**src/rtl/sub_sat_frame_accum.sv**
```systemverilog
// Saturating frame accumulator behind the 8-bit signed subtractor: repairs overflowed
// differences, sums them with clamping, and emits one result per frame or flush.
module sub_sat_frame_accum #(
  parameter int FRAME_LEN = 16,
  parameter int ACC_W     = 16,
  parameter int CNT_W     = $clog2(FRAME_LEN + 1)
) (
  input  logic             clk,
  input  logic             rst,
  input  logic             in_valid,
  output logic             in_ready,
  input  logic [7:0]       in_diff,
  input  logic             in_ovf,
  input  logic             in_a_msb,
  input  logic             flush,
  output logic             out_valid,
  input  logic             out_ready,
  output logic [ACC_W-1:0] out_data,
  output logic [CNT_W-1:0] out_count,
  output logic             out_diff_ovf,
  output logic             out_acc_sat
);

  localparam logic [0:0] ACCUM = 1'b0;
  localparam logic [0:0] EMIT  = 1'b1;

  localparam logic [ACC_W-1:0] ACC_MAX = {1'b0, {(ACC_W-1){1'b1}}};
  localparam logic [ACC_W-1:0] ACC_MIN = {1'b1, {(ACC_W-1){1'b0}}};
  localparam logic [CNT_W-1:0] LAST    = CNT_W'(FRAME_LEN - 1);
  localparam logic [CNT_W-1:0] ONE     = {{(CNT_W-1){1'b0}}, 1'b1};

  logic [0:0]       state;
  logic [ACC_W-1:0] acc;
  logic [CNT_W-1:0] count;
  logic             diff_ovf;
  logic             acc_sat;

  logic             accept;
  logic             close;
  logic [7:0]       sat;
  logic [ACC_W:0]   sum;
  logic             clamp_hit;
  logic [ACC_W-1:0] acc_nxt;
  logic [CNT_W-1:0] count_nxt;
  logic             diff_ovf_nxt;
  logic             acc_sat_nxt;

  assign in_ready = (state == ACCUM);
  assign accept   = in_valid & in_ready;

  always_comb begin
    // An overflowed subtraction's true result carries the minuend's sign.
    sat = in_ovf ? (in_a_msb ? 8'h80 : 8'h7f) : in_diff;
    sum = {acc[ACC_W-1], acc} + {{(ACC_W-7){sat[7]}}, sat};
    clamp_hit = (sum[ACC_W] != sum[ACC_W-1]);

    acc_nxt      = acc;
    count_nxt    = count;
    diff_ovf_nxt = diff_ovf;
    acc_sat_nxt  = acc_sat;
    if (accept) begin
      acc_nxt      = clamp_hit ? (sum[ACC_W] ? ACC_MIN : ACC_MAX) : sum[ACC_W-1:0];
      count_nxt    = count + ONE;
      diff_ovf_nxt = diff_ovf | in_ovf;
      acc_sat_nxt  = acc_sat | clamp_hit;
    end

    close = (state == ACCUM) &&
            ((accept && (count == LAST)) || (flush && (accept || (count != '0))));
  end

  always_ff @(posedge clk) begin
    if (rst) begin
      state        <= ACCUM;
      acc          <= '0;
      count        <= '0;
      diff_ovf     <= 1'b0;
      acc_sat      <= 1'b0;
      out_valid    <= 1'b0;
      out_data     <= '0;
      out_count    <= '0;
      out_diff_ovf <= 1'b0;
      out_acc_sat  <= 1'b0;
    end else begin
      case (state)
        ACCUM: begin
          if (close) begin
            out_data     <= acc_nxt;
            out_count    <= count_nxt;
            out_diff_ovf <= diff_ovf_nxt;
            out_acc_sat  <= acc_sat_nxt;
            out_valid    <= 1'b1;
            state        <= EMIT;
            acc          <= '0;
            count        <= '0;
            diff_ovf     <= 1'b0;
            acc_sat      <= 1'b0;
          end else begin
            acc      <= acc_nxt;
            count    <= count_nxt;
            diff_ovf <= diff_ovf_nxt;
            acc_sat  <= acc_sat_nxt;
          end
        end
        EMIT: begin
          if (out_ready) begin
            out_valid <= 1'b0;
            state     <= ACCUM;
          end
        end
        default: state <= ACCUM;
      endcase
    end
  end

endmodule

```
**config.mk**
```make
export PLATFORM = sky130hd
export DESIGN_NAME = sub_sat_frame_accum
export DESIGN_NICKNAME = d
export VERILOG_FILES = /design/src/rtl/sub_sat_frame_accum.sv
export SDC_FILE = /design/constraint.sdc
export NUM_CORES = 1
export LEC_CHECK = 0
export ABC_AREA = 1
export BUFFER_PORTS_ARGS = -buffer_cell sky130_fd_sc_hd__buf_4
export CAP_MARGIN = 20
export CORE_MARGIN = 1.5
export CORE_UTILIZATION = 25
export CTS_BUF_LIST = sky130_fd_sc_hd__clkbuf_4 sky130_fd_sc_hd__clkbuf_8 sky130_fd_sc_hd__clkbuf_16
export DETAILED_ROUTE_END_ITERATION = 8
export SLEW_MARGIN = 0
export SYNTH_ARGS = -nofsm -noshare
export SYNTH_HDL_FRONTEND = slang
export SYNTH_SLANG_ARGS = --single-unit
```
**constraint.sdc**
```tcl
create_clock -name clk -period 7.95 [get_ports clk]
set_clock_uncertainty 0.1 [all_clocks]
set_input_delay 0.795 -clock clk [delete_from_list [all_inputs] [get_ports clk]]
set_output_delay 0.795 -clock clk [all_outputs]
set_load 0.03 [all_outputs]
```
Word-level counts from Yosys, hierarchy flattened --
Index checks and enable logic that the tools add are counted.
Operators by class: $add $sub $neg 2, eq/ne operators 4, multiplexer cells 18, bitwise gates (word level) 4, reduce and logical (&&, ||, !) cells 8
Operators with widths (count):
- 16-bit two-way mux | 4
- 16-bit by 8-bit adder with 17-bit output | 1
- 8-bit two-way mux | 2
- 5-bit two-way mux | 2
- 1-bit two-way mux | 8
- 5-bit by 1-bit adder with 5-bit output (second input constant) | 1
- 5-bit by 4-bit == test with 1-bit output (second input constant) | 1
- 5-bit nonzero test | 1
- 1-bit one-hot mux with 2 select lines | 2
- 2-bit AND reduction | 2
- 1-bit logical AND | 3
- 1-bit logical OR | 2
- 2-bit by 1-bit != test with 1-bit output (second input constant) | 1
- 2-bit != test (second input constant) | 1
- 1-bit bitwise OR | 2
- 1-bit AND | 1
- 1-bit != test | 1
- 1-bit inverter | 1
Word-level totals: register bits 48, input bits 15, output and inout bits 25

Logic depth before layout (Yosys ltp) --
Gate-level depths: netlist (run 1).
depth in word-level cells 8, mapped depth 20

Least setup slack after synthesis (run 1) --
OpenSTA, ideal clock, no wires.
kind input port to flip-flop, from input port in_ovf, to register acc[0], library setup time 0.128 ns, arrival 3.173 ns, required time 7.722 ns, slack 4.549 ns, stages on the path 14, cells stage by stage clkbuf_1 o21ai_0 ha_1 a21oi_1 nand2_1 a21oi_2 nand2_2 nand2_2 nand2_2 a21oi_4 buf_12 nand2_2 nand3_1 nor2_1
Between the ends: word-level cells in the longest chain between the ends 6, elaborated cells between the ends (all ways) 7, classes of those cells 1 x add/sub; 1 x eq/ne; 5 x mux
Ends and longest elaborated chain:
- start: declaration | RTL line 13 | input logic in_ovf,
- 8-bit two-way mux (*) | RTL line 53 | sat = in_ovf ? (in_a_msb ? 8'h80 : 8'h7f) : in_diff;
- 16-bit by 8-bit adder with 17-bit output (*) | RTL line 54 | sum = {acc[ACC_W-1], acc} + {{(ACC_W-7){sat[7]}}, sat};
- 16-bit two-way mux / 1-bit != test (equally long branches) | RTL line 62, 55
- 16-bit two-way mux (*) | RTL line 62 | acc_nxt = clamp_hit ? (sum[ACC_W] ? ACC_MIN : ACC_MAX) : sum[ACC_W-1:0];
- 16-bit two-way mux (*) | RTL line 61 | if (accept) begin
- 16-bit two-way mux (*) | RTL line 87 | if (close) begin
- end signal: assignment | RTL line 99 | acc <= acc_nxt;
- end: declaration | RTL line 33 | logic [ACC_W-1:0] acc;
Every way passes the cells marked *; elsewhere a longest branch is shown, timed or not. A chain may end at the register's enable or synchronous reset.

Worst setup path in the final report (run 1) --
from input port in_ovf, to register out_data[10]
Between the ends: word-level cells in the longest chain between the ends 5, elaborated cells between the ends (all ways) 6, classes of those cells 1 x add/sub; 1 x eq/ne; 4 x mux
Ends and longest elaborated chain:
- 8-bit two-way mux (*) | RTL line 53
- 16-bit by 8-bit adder with 17-bit output (*) | RTL line 54
- 16-bit two-way mux / 1-bit != test (equally long branches) | RTL line 62, 55
- 16-bit two-way mux (*) | RTL line 62
- 16-bit two-way mux (*) | RTL line 61
- end signal: assignment | RTL line 88 | out_data <= acc_nxt;
- end: declaration | RTL line 18 | output logic [ACC_W-1:0] out_data,
Marked as above.

==> impl_metrics.py, run 1 <==
metrics = {
    "run_status": {
        "outcome": "complete, no violations",
    },
    "cts": {
        "postCtsHoldBufs": 0,
        "clk-insertion-delay-late_ns": 0.28,
        "cts_repair_resize_count": 0,
        "clock_tree.root_cell": "sky130_fd_sc_hd__clkbuf_16",
        "post_cts.repair.setup_buffers": 0,
        "cts-buffers-inserted": 5,
        "cts_tree": "built",
        "htree_levels": 2,
        "tritoncts_num_sinks": 48,
        "clock_path_buffers": 2,
        "cts.reportedPaths.clkPinSlew_ns": 0.06,
    },
    "detailed_routing": {
        "drt_pass1_iterations": 5,
        "dr_total_vias": 2695,
        "drc_errors": 0,
        "per_cell_via_count_in_the_routed_design": 4.43,
        "drt_antenna_net_count": 0,
        "drt-wirelength-per-cell_um": 11.9,
        "drt_wl_total_um": 7220,
        "dr.first_iter.drc_count": 106,
    },
    "yosys": {
        "post_synth_main_area_contributors": "sky130_fd_sc_hd__dfxtp_1 32%, sky130_fd_sc_hd__nand2_1 16%, sky130_fd_sc_hd__ha_1 7.9%",
        "synth_largest_area_cell": "sky130_fd_sc_hd__dfxtp_1",
        "synthesis.area_um2": 3000,
        "synth_fp_nets": 465,
        "number_of_library_cell_types_mapped_by_synthesis": 38,
        "area_share_of_the_largest_cell_type_after_synthesis": 0.320,
        "synth_simple_gate_area_share": 0.412,
        "avgSynthCellArea_um2": 6.98,
        "synth_compound_area_frac": 0.0700,
        "synth_seq_area_share": 0.320,
        "synth_mux_area_frac": 0,
        "synth_top_family_by_area": "simple AND/OR/NAND/NOR gates",
        "synth.yosys.warnings": 0,
        "syn_inst": 430,
        "synthXorXnorAreaFrac": 0.0408,
        "postSynthRegisterBits": 48,
        "area_share_of_fa_ha_maj_cells_after_synthesis": 0.0858,
    },
    "setup_path": {
        "critPathSlowestCell": "sky130_fd_sc_hd__o21ai_0",
        "critPathMaxFanout": 15,
        "timing.reg2reg.setup_slack_ns": 5.28,
        "worst_setup_path_end_kind": "register",
        "worstSetupPathType": "in -> reg",
        "critPathMaxStageDelay_ns": 0.80,
        "worst-r2r-cell-count": 14,
        "timing.critical_path.required_ns": 8.03,
        "worstPathCellList": "buf_4 -> o21ai_0 -> ha_1 -> a21oi_1 -> nand2_1 -> a21oi_2 -> nand2_2 -> nand2_2 -> nand2_2 -> a21oi_4 -> nand2_1 -> nand3_1 -> nand2_1",
        "cpLargestDelayFamily": "compound AO/OA/AOI/OAI gates",
        "crit_arrival_ns": 3.81,
        "critPathBufInv": 1,
        "startpoint_type": "input pin",
        "crit_cells": 13,
    },
    "layout": {
        "fill_cells": 1228,
        "mostFrequentLayoutCells": "124 x sky130_fd_sc_hd__nand2_1, 48 x sky130_fd_sc_hd__dfxtp_1, 43 x sky130_fd_sc_hd__nor2_1",
        "layout-drive-gt1-share": 0.219,
        "flow.area_growth_from_synthesis_pct": 19.3,
        "number_of_nets_in_the_layout": 500,
        "seq_area_um2": 961,
        "layout_commonest_cell": "sky130_fd_sc_hd__nand2_1",
        "final_util": 0.310,
        "multi_input_area_um2": 1830,
        "inserted_diodes": 0,
    },
    "floorplan": {
        "die-height_um": 113,
        "die_x_um": 113,
        "placementRows": 39,
        "initial_core_util": 0.260,
        "floorplan.io_pins": 40,
        "core_area_um2": 11600,
        "die_area_um2": 12700,
    },
    "min_path": {
        "worst_hold_path.num_cells": 2,
        "min-delay-path-class": "reg -> reg",
    },
    "global_route": {
        "grt_remaining_overflow": 0,
        "grt_pass1_wl_um": 12500,
        "first_global_vias": 2693,
        "globalRouteTotalUtil": 0.119,
        "antenna_violations_before_repair": 0,
        "pin_count_of_the_biggest_net_entering_global_routing": 25,
    },
    "timing": {
        "worst_slew_pin_slew_ns": 1.01,
        "grt_setup_unrepaired": "no",
        "max_slew_margin": 0.322,
        "final_min_period_over_clock_period": 0.469,
        "timing.final.setup_violations": 0,
        "max_freq_ghz": 0.268,
        "finalHoldViolations": 0,
        "finalMaxSlewViolations": 0,
        "finalSetupTns_ns": 0,
        "finalWorstPathRequiredPeriod_ns": 3.73,
    },
    "job": {
        "cap_viol_max_count": 0,
    },
    "power_and_ir_drop": {
        "cellLeakagePower_nw": 1.86,
        "worst_ir_drop_vdd_mv": 0.165,
        "power-per-cell-area_nw_per_um2": 246,
    },
    "place": {
        "numPortBuffers": 39,
        "gpl.final_weighted_congestion": 0.828,
        "hpwl_um": 5550,
    },
}
[logic make-up after synthesis]
family,count (synthesis)
xor gates and xnor gates,14
buffers and inverters,48
adders and majority gates,20
AOI/OAI and AO/OA,33
and+or+nand+nor,267
DFF,48
[worst paths after layout]
path | to | start
setup / recovery | out_data[10]$_SDFFE_PP0P_ | in_ovf
hold / removal | out_data[1]$_SDFFE_PP0P_ | out_data[1]$_SDFFE_PP0P_
setup reg to reg | out_data[10]$_SDFFE_PP0P_ | acc[0]$_SDFFE_PP0N_
hold reg to reg | out_data[1]$_SDFFE_PP0P_ | out_data[1]$_SDFFE_PP0P_
[layer usage]
layer / part of all wire / track usage
met1: 0.51 / 0.162
met2: 0.44 / 0.198
met3: 0.028 / 0.0140
met4: 0.016 / 0.0354
met5: 0 / 0
[per-stage QoR]
stage	instances	cell area, um^2	total power, mW	setup WS, ns	hold WS, ns
2_1_floorplan	430	3000	0.560	4.55	0.334
3_3_place_gp	601	3400	0.632	4.04	0.340
3_5_place_dp	601	3400	0.634	3.96	0.346
4_1_cts	609	3580	0.889	4.25	0.358
5_1_grt	609	3580	0.945	3.98	0.373
6_report	609	3580	0.882	4.22	0.356
[registers in the layout (all words and copies together), names as in the netlist]
register and count:
acc 16, acc_sat 1, count 5, diff_ovf 1, out_acc_sat 1, out_count 5
out_data 16, out_diff_ovf 1, out_valid 1, state 1
[report_power, final]
| group | switching, mW | internal, mW |
|---|---|---|
| clock network | 0.0857 | 0.166 |
| logic | 0.220 | 0.121 |
| registers | 0.0197 | 0.270 |
[area by class of cell]
type                       instances  share of cell area
timing repair buffer              39              0.0817
tap                              143              0.0499
clock buffer                       7              0.0426
clock inverter                     1             0.00838
inverter                          37              0.0388
sequential                        48               0.268
multi-input combinational        334               0.510
[tightest hold or removal path, cell delays in order, from the launching register on]
cell                      delay, ns
sky130_fd_sc_hd__dfxtp_1       0.31
sky130_fd_sc_hd__nand2_1       0.06
sky130_fd_sc_hd__nand2_1       0.04
[synthesized netlist by cell type]
library cell,instances
sky130_fd_sc_hd__nand3_1,39
sky130_fd_sc_hd__buf_12,1
sky130_fd_sc_hd__nor3_4,1
sky130_fd_sc_hd__or2_1,1
sky130_fd_sc_hd__buf_4,2
sky130_fd_sc_hd__nor3_2,1
sky130_fd_sc_hd__o21ai_0,10
sky130_fd_sc_hd__a21oi_4,2
sky130_fd_sc_hd__xnor2_1,2
sky130_fd_sc_hd__a22o_1,1
sky130_fd_sc_hd__inv_1,35
sky130_fd_sc_hd__a21oi_1,12
sky130_fd_sc_hd__nand3_2,2
sky130_fd_sc_hd__fa_1,1
sky130_fd_sc_hd__o21ai_1,2
sky130_fd_sc_hd__o21a_1,1
sky130_fd_sc_hd__or2_2,15
sky130_fd_sc_hd__nand2_1,124
sky130_fd_sc_hd__o21bai_1,2
sky130_fd_sc_hd__nand2_4,2
sky130_fd_sc_hd__a21oi_2,3
sky130_fd_sc_hd__xor2_1,12
sky130_fd_sc_hd__and2_1,1
sky130_fd_sc_hd__nor2_2,1
sky130_fd_sc_hd__clkbuf_1,5
sky130_fd_sc_hd__inv_2,2
sky130_fd_sc_hd__buf_2,2
sky130_fd_sc_hd__nand2_2,24
sky130_fd_sc_hd__dfxtp_1,48
sky130_fd_sc_hd__nor3_1,5
sky130_fd_sc_hd__nor2_1,43
sky130_fd_sc_hd__and3_1,1
sky130_fd_sc_hd__ha_1,19
sky130_fd_sc_hd__buf_6,1
sky130_fd_sc_hd__nand4_1,3
sky130_fd_sc_hd__and2_2,1
sky130_fd_sc_hd__nand3b_1,2
sky130_fd_sc_hd__nor2_4,1
Power figures use the tool's default switching activity.
==> run 2: changes to the inputs <==
- clock period: 7.95 -> 3.8 ns (I/O delays scaled with it)
==> run 2 against run 1 <==
  * Clock power is 84% higher
  * First-iteration DRC count grew 27%
  * Setup slack worse by 3.2 ns
  * Utilization down 0.12 points
  * Non-clock buffer count grew 2
  * Hold slack worse by 0.085 ns
  * Largest cell class unchanged
  * Highest routed layer unchanged
==> impl_metrics.py, run 2 (same netlist as run 1, synthesis figures left out) <==
metrics = {
    "cts": {
        "cts-buffers-inserted": 5,
        "postCtsHoldBufs": 0,
        "post_cts.repair.setup_buffers": 0,
        "tritoncts_num_sinks": 48,
        "cts_tree": "built",
        "clk-insertion-delay-late_ns": 0.29,
        "cts_repair_resize_count": 0,
        "htree_levels": 2,
        "clock_path_buffers": 2,
        "clock_tree.root_cell": "sky130_fd_sc_hd__clkbuf_16",
        "cts.reportedPaths.clkPinSlew_ns": 0.06,
    },
    "run_status": {
        "outcome": "complete, no violations",
    },
    "setup_path": {
        "critPathSlowestCell": "sky130_fd_sc_hd__a21oi_4",
        "crit-reg2reg-launch": "acc[0]$_SDFFE_PP0N_",
        "worst-r2r-cell-count": 14,
        "timing.reg2reg.setup_slack_ns": 1.18,
        "worstSetupPathType": "in -> reg",
        "critPathBufInv": 2,
        "timing.critical_path.from": "in_ovf",
        "worstReg2RegEnd": "acc[7]$_SDFFE_PP0N_",
        "worstPathCellList": "buf_4 -> nand2_1 -> inv_1 -> nor2_1 -> ha_1 -> fa_1 -> nand2_1 -> nand2_1 -> nand3_1 -> nand2_2 -> nand2_2 -> nand2_1 -> nand2_1 -> nand2_2 -> a21oi_4 -> nand2_2 -> nand3_1 -> nor2_1",
        "worst_setup_path_end_kind": "register",
        "cpLargestDelayFamily": "simple AND/OR/NAND/NOR gates",
        "crit_arrival_ns": 2.89,
        "critPathMaxFanout": 15,
        "timing.critical_path.required_ns": 3.87,
        "critPathMaxStageDelay_ns": 0.51,
        "startpoint_type": "input pin",
        "cpMostUsedCell": "sky130_fd_sc_hd__nand2_1",
    },
    "detailed_routing": {
        "drt_antenna_net_count": 0,
        "per_cell_via_count_in_the_routed_design": 4.49,
        "dr.first_iter.drc_count": 135,
        "drt_pass1_iterations": 4,
        "drc_errors": 0,
        "drt_wl_total_um": 7260,
        "dr_total_vias": 2745,
        "drt-wirelength-per-cell_um": 11.9,
    },
    "timing": {
        "finalSetupTns_ns": 0,
        "finalWorstPathRequiredPeriod_ns": 2.82,
        "grt_setup_unrepaired": "no",
        "max_slew_margin": 0.581,
        "worst_slew_pin_slew_ns": 0.628,
        "timing.final.setup_violations": 0,
        "finalMaxSlewViolations": 0,
        "finalHoldViolations": 0,
        "final_min_period_over_clock_period": 0.743,
        "max_freq_ghz": 0.354,
    },
    "job": {
        "cap_viol_max_count": 0,
    },
    "place": {
        "gpl.final_weighted_congestion": 0.896,
        "numPortBuffers": 39,
        "hpwl_um": 5620,
    },
    "layout": {
        "number_of_nets_in_the_layout": 502,
        "fill_cells": 1244,
        "final_util": 0.309,
        "inserted_diodes": 0,
        "layout-drive-gt1-share": 0.222,
        "layout_commonest_cell": "sky130_fd_sc_hd__nand2_1",
        "mostFrequentLayoutCells": "124 x sky130_fd_sc_hd__nand2_1, 48 x sky130_fd_sc_hd__dfxtp_1, 43 x sky130_fd_sc_hd__nor2_1",
        "reg_top3": "acc (16), out_data (16)",
        "flow.area_growth_from_synthesis_pct": 18.8,
    },
    "floorplan": {
        "die_area_um2": 12700,
        "floorplan.io_pins": 40,
        "die_x_um": 113,
        "core_area_um2": 11600,
        "initial_core_util": 0.260,
        "die-height_um": 113,
        "placementRows": 39,
    },
    "min_path": {
        "hold_end": "out_valid$_SDFFE_PP0P_",
        "timing.hold.worst.start": "out_ready",
        "worst_hold_path.num_cells": 3,
        "min-delay-path-class": "in -> reg",
    },
    "global_route": {
        "globalRouteTotalUtil": 0.120,
        "antenna_violations_before_repair": 0,
        "first_global_vias": 2649,
        "grt_pass1_wl_um": 12400,
        "pin_count_of_the_biggest_net_entering_global_routing": 25,
        "grt_remaining_overflow": 0,
    },
    "power_and_ir_drop": {
        "cellLeakagePower_nw": 1.86,
        "p_total_mw": 1.78,
        "worst_ir_drop_vdd_mv": 0.409,
        "power-per-cell-area_nw_per_um2": 499,
    },
}
run 2: cell types whose count changed in the layout (fill, tap and decap cells not counted), sizes merged:
cell    before  now
bufinv       1    0
buf         39   41
clkbuf       7    8
run 2: tightest hold or removal path, delay by kind of cell:
family,cells,cell delay [ns]
AO/OA/AOI/OAI,2,0.16
buffers and inverters,1,0.08
run 2: area by class of cell:
| cell class | instances | area, um^2 | share of cell area |
|---|---|---|---|
| sequential | 48 | 961 | 0.269 |
| inverter | 37 | 139 | 0.0389 |
| clock buffer | 8 | 154 | 0.0431 |
| timing repair buffer | 41 | 308 | 0.0863 |
| tap | 143 | 179 | 0.0501 |
| multi-input combinational | 334 | 1830 | 0.512 |
run 2: power breakdown:
part	total (mW)	internal (mW)	switching (mW)
Combinational	0.716	0.256	0.459
Clock	0.462	0.277	0.185
Sequential	0.604	0.565	0.0387
run 2: how the worst max path moves through the flow:
| stage | cells after the start | slack (ns) | end |
|---|---|---|---|
| floorplan | 14 | 0.81 | acc[0]$_SDFFE_PP0N_ |
| global placement | 18 | 0.77 | acc[12]$_SDFFE_PP0N_ |
| detailed placement | 18 | 0.67 | acc[12]$_SDFFE_PP0N_ |
| CTS | 18 | 0.97 | acc[12]$_SDFFE_PP0N_ |
| global route | 18 | 0.79 | acc[13]$_SDFFE_PP0N_ |
| finish | 18 | 0.98 | acc[7]$_SDFFE_PP0N_ |
run 2: per-stage QoR:
step                instance area, um^2  hold WS (ns)  worst slack, ns  std cells
floorplan                          3000         0.334            0.814        430
detailed placement                 3410         0.346            0.672        603
global route                       3570         0.302            0.793        611
CTS                                3570         0.270            0.973        611
global placement                   3410         0.342            0.768        603
finish                             3570         0.271            0.977        611
run 2: layer usage:
| metal | GRT usage | share of wire | vias up |
|---|---|---|---|
| li1 | - | - | 1442 |
| met1 | 0.154 | 0.49 | 1257 |
| met2 | 0.205 | 0.47 | 38 |
| met3 | 0.0162 | 0.026 | 8 |
| met4 | 0.0456 | 0.017 | 0 |
| met5 | 0 | 0 | - |
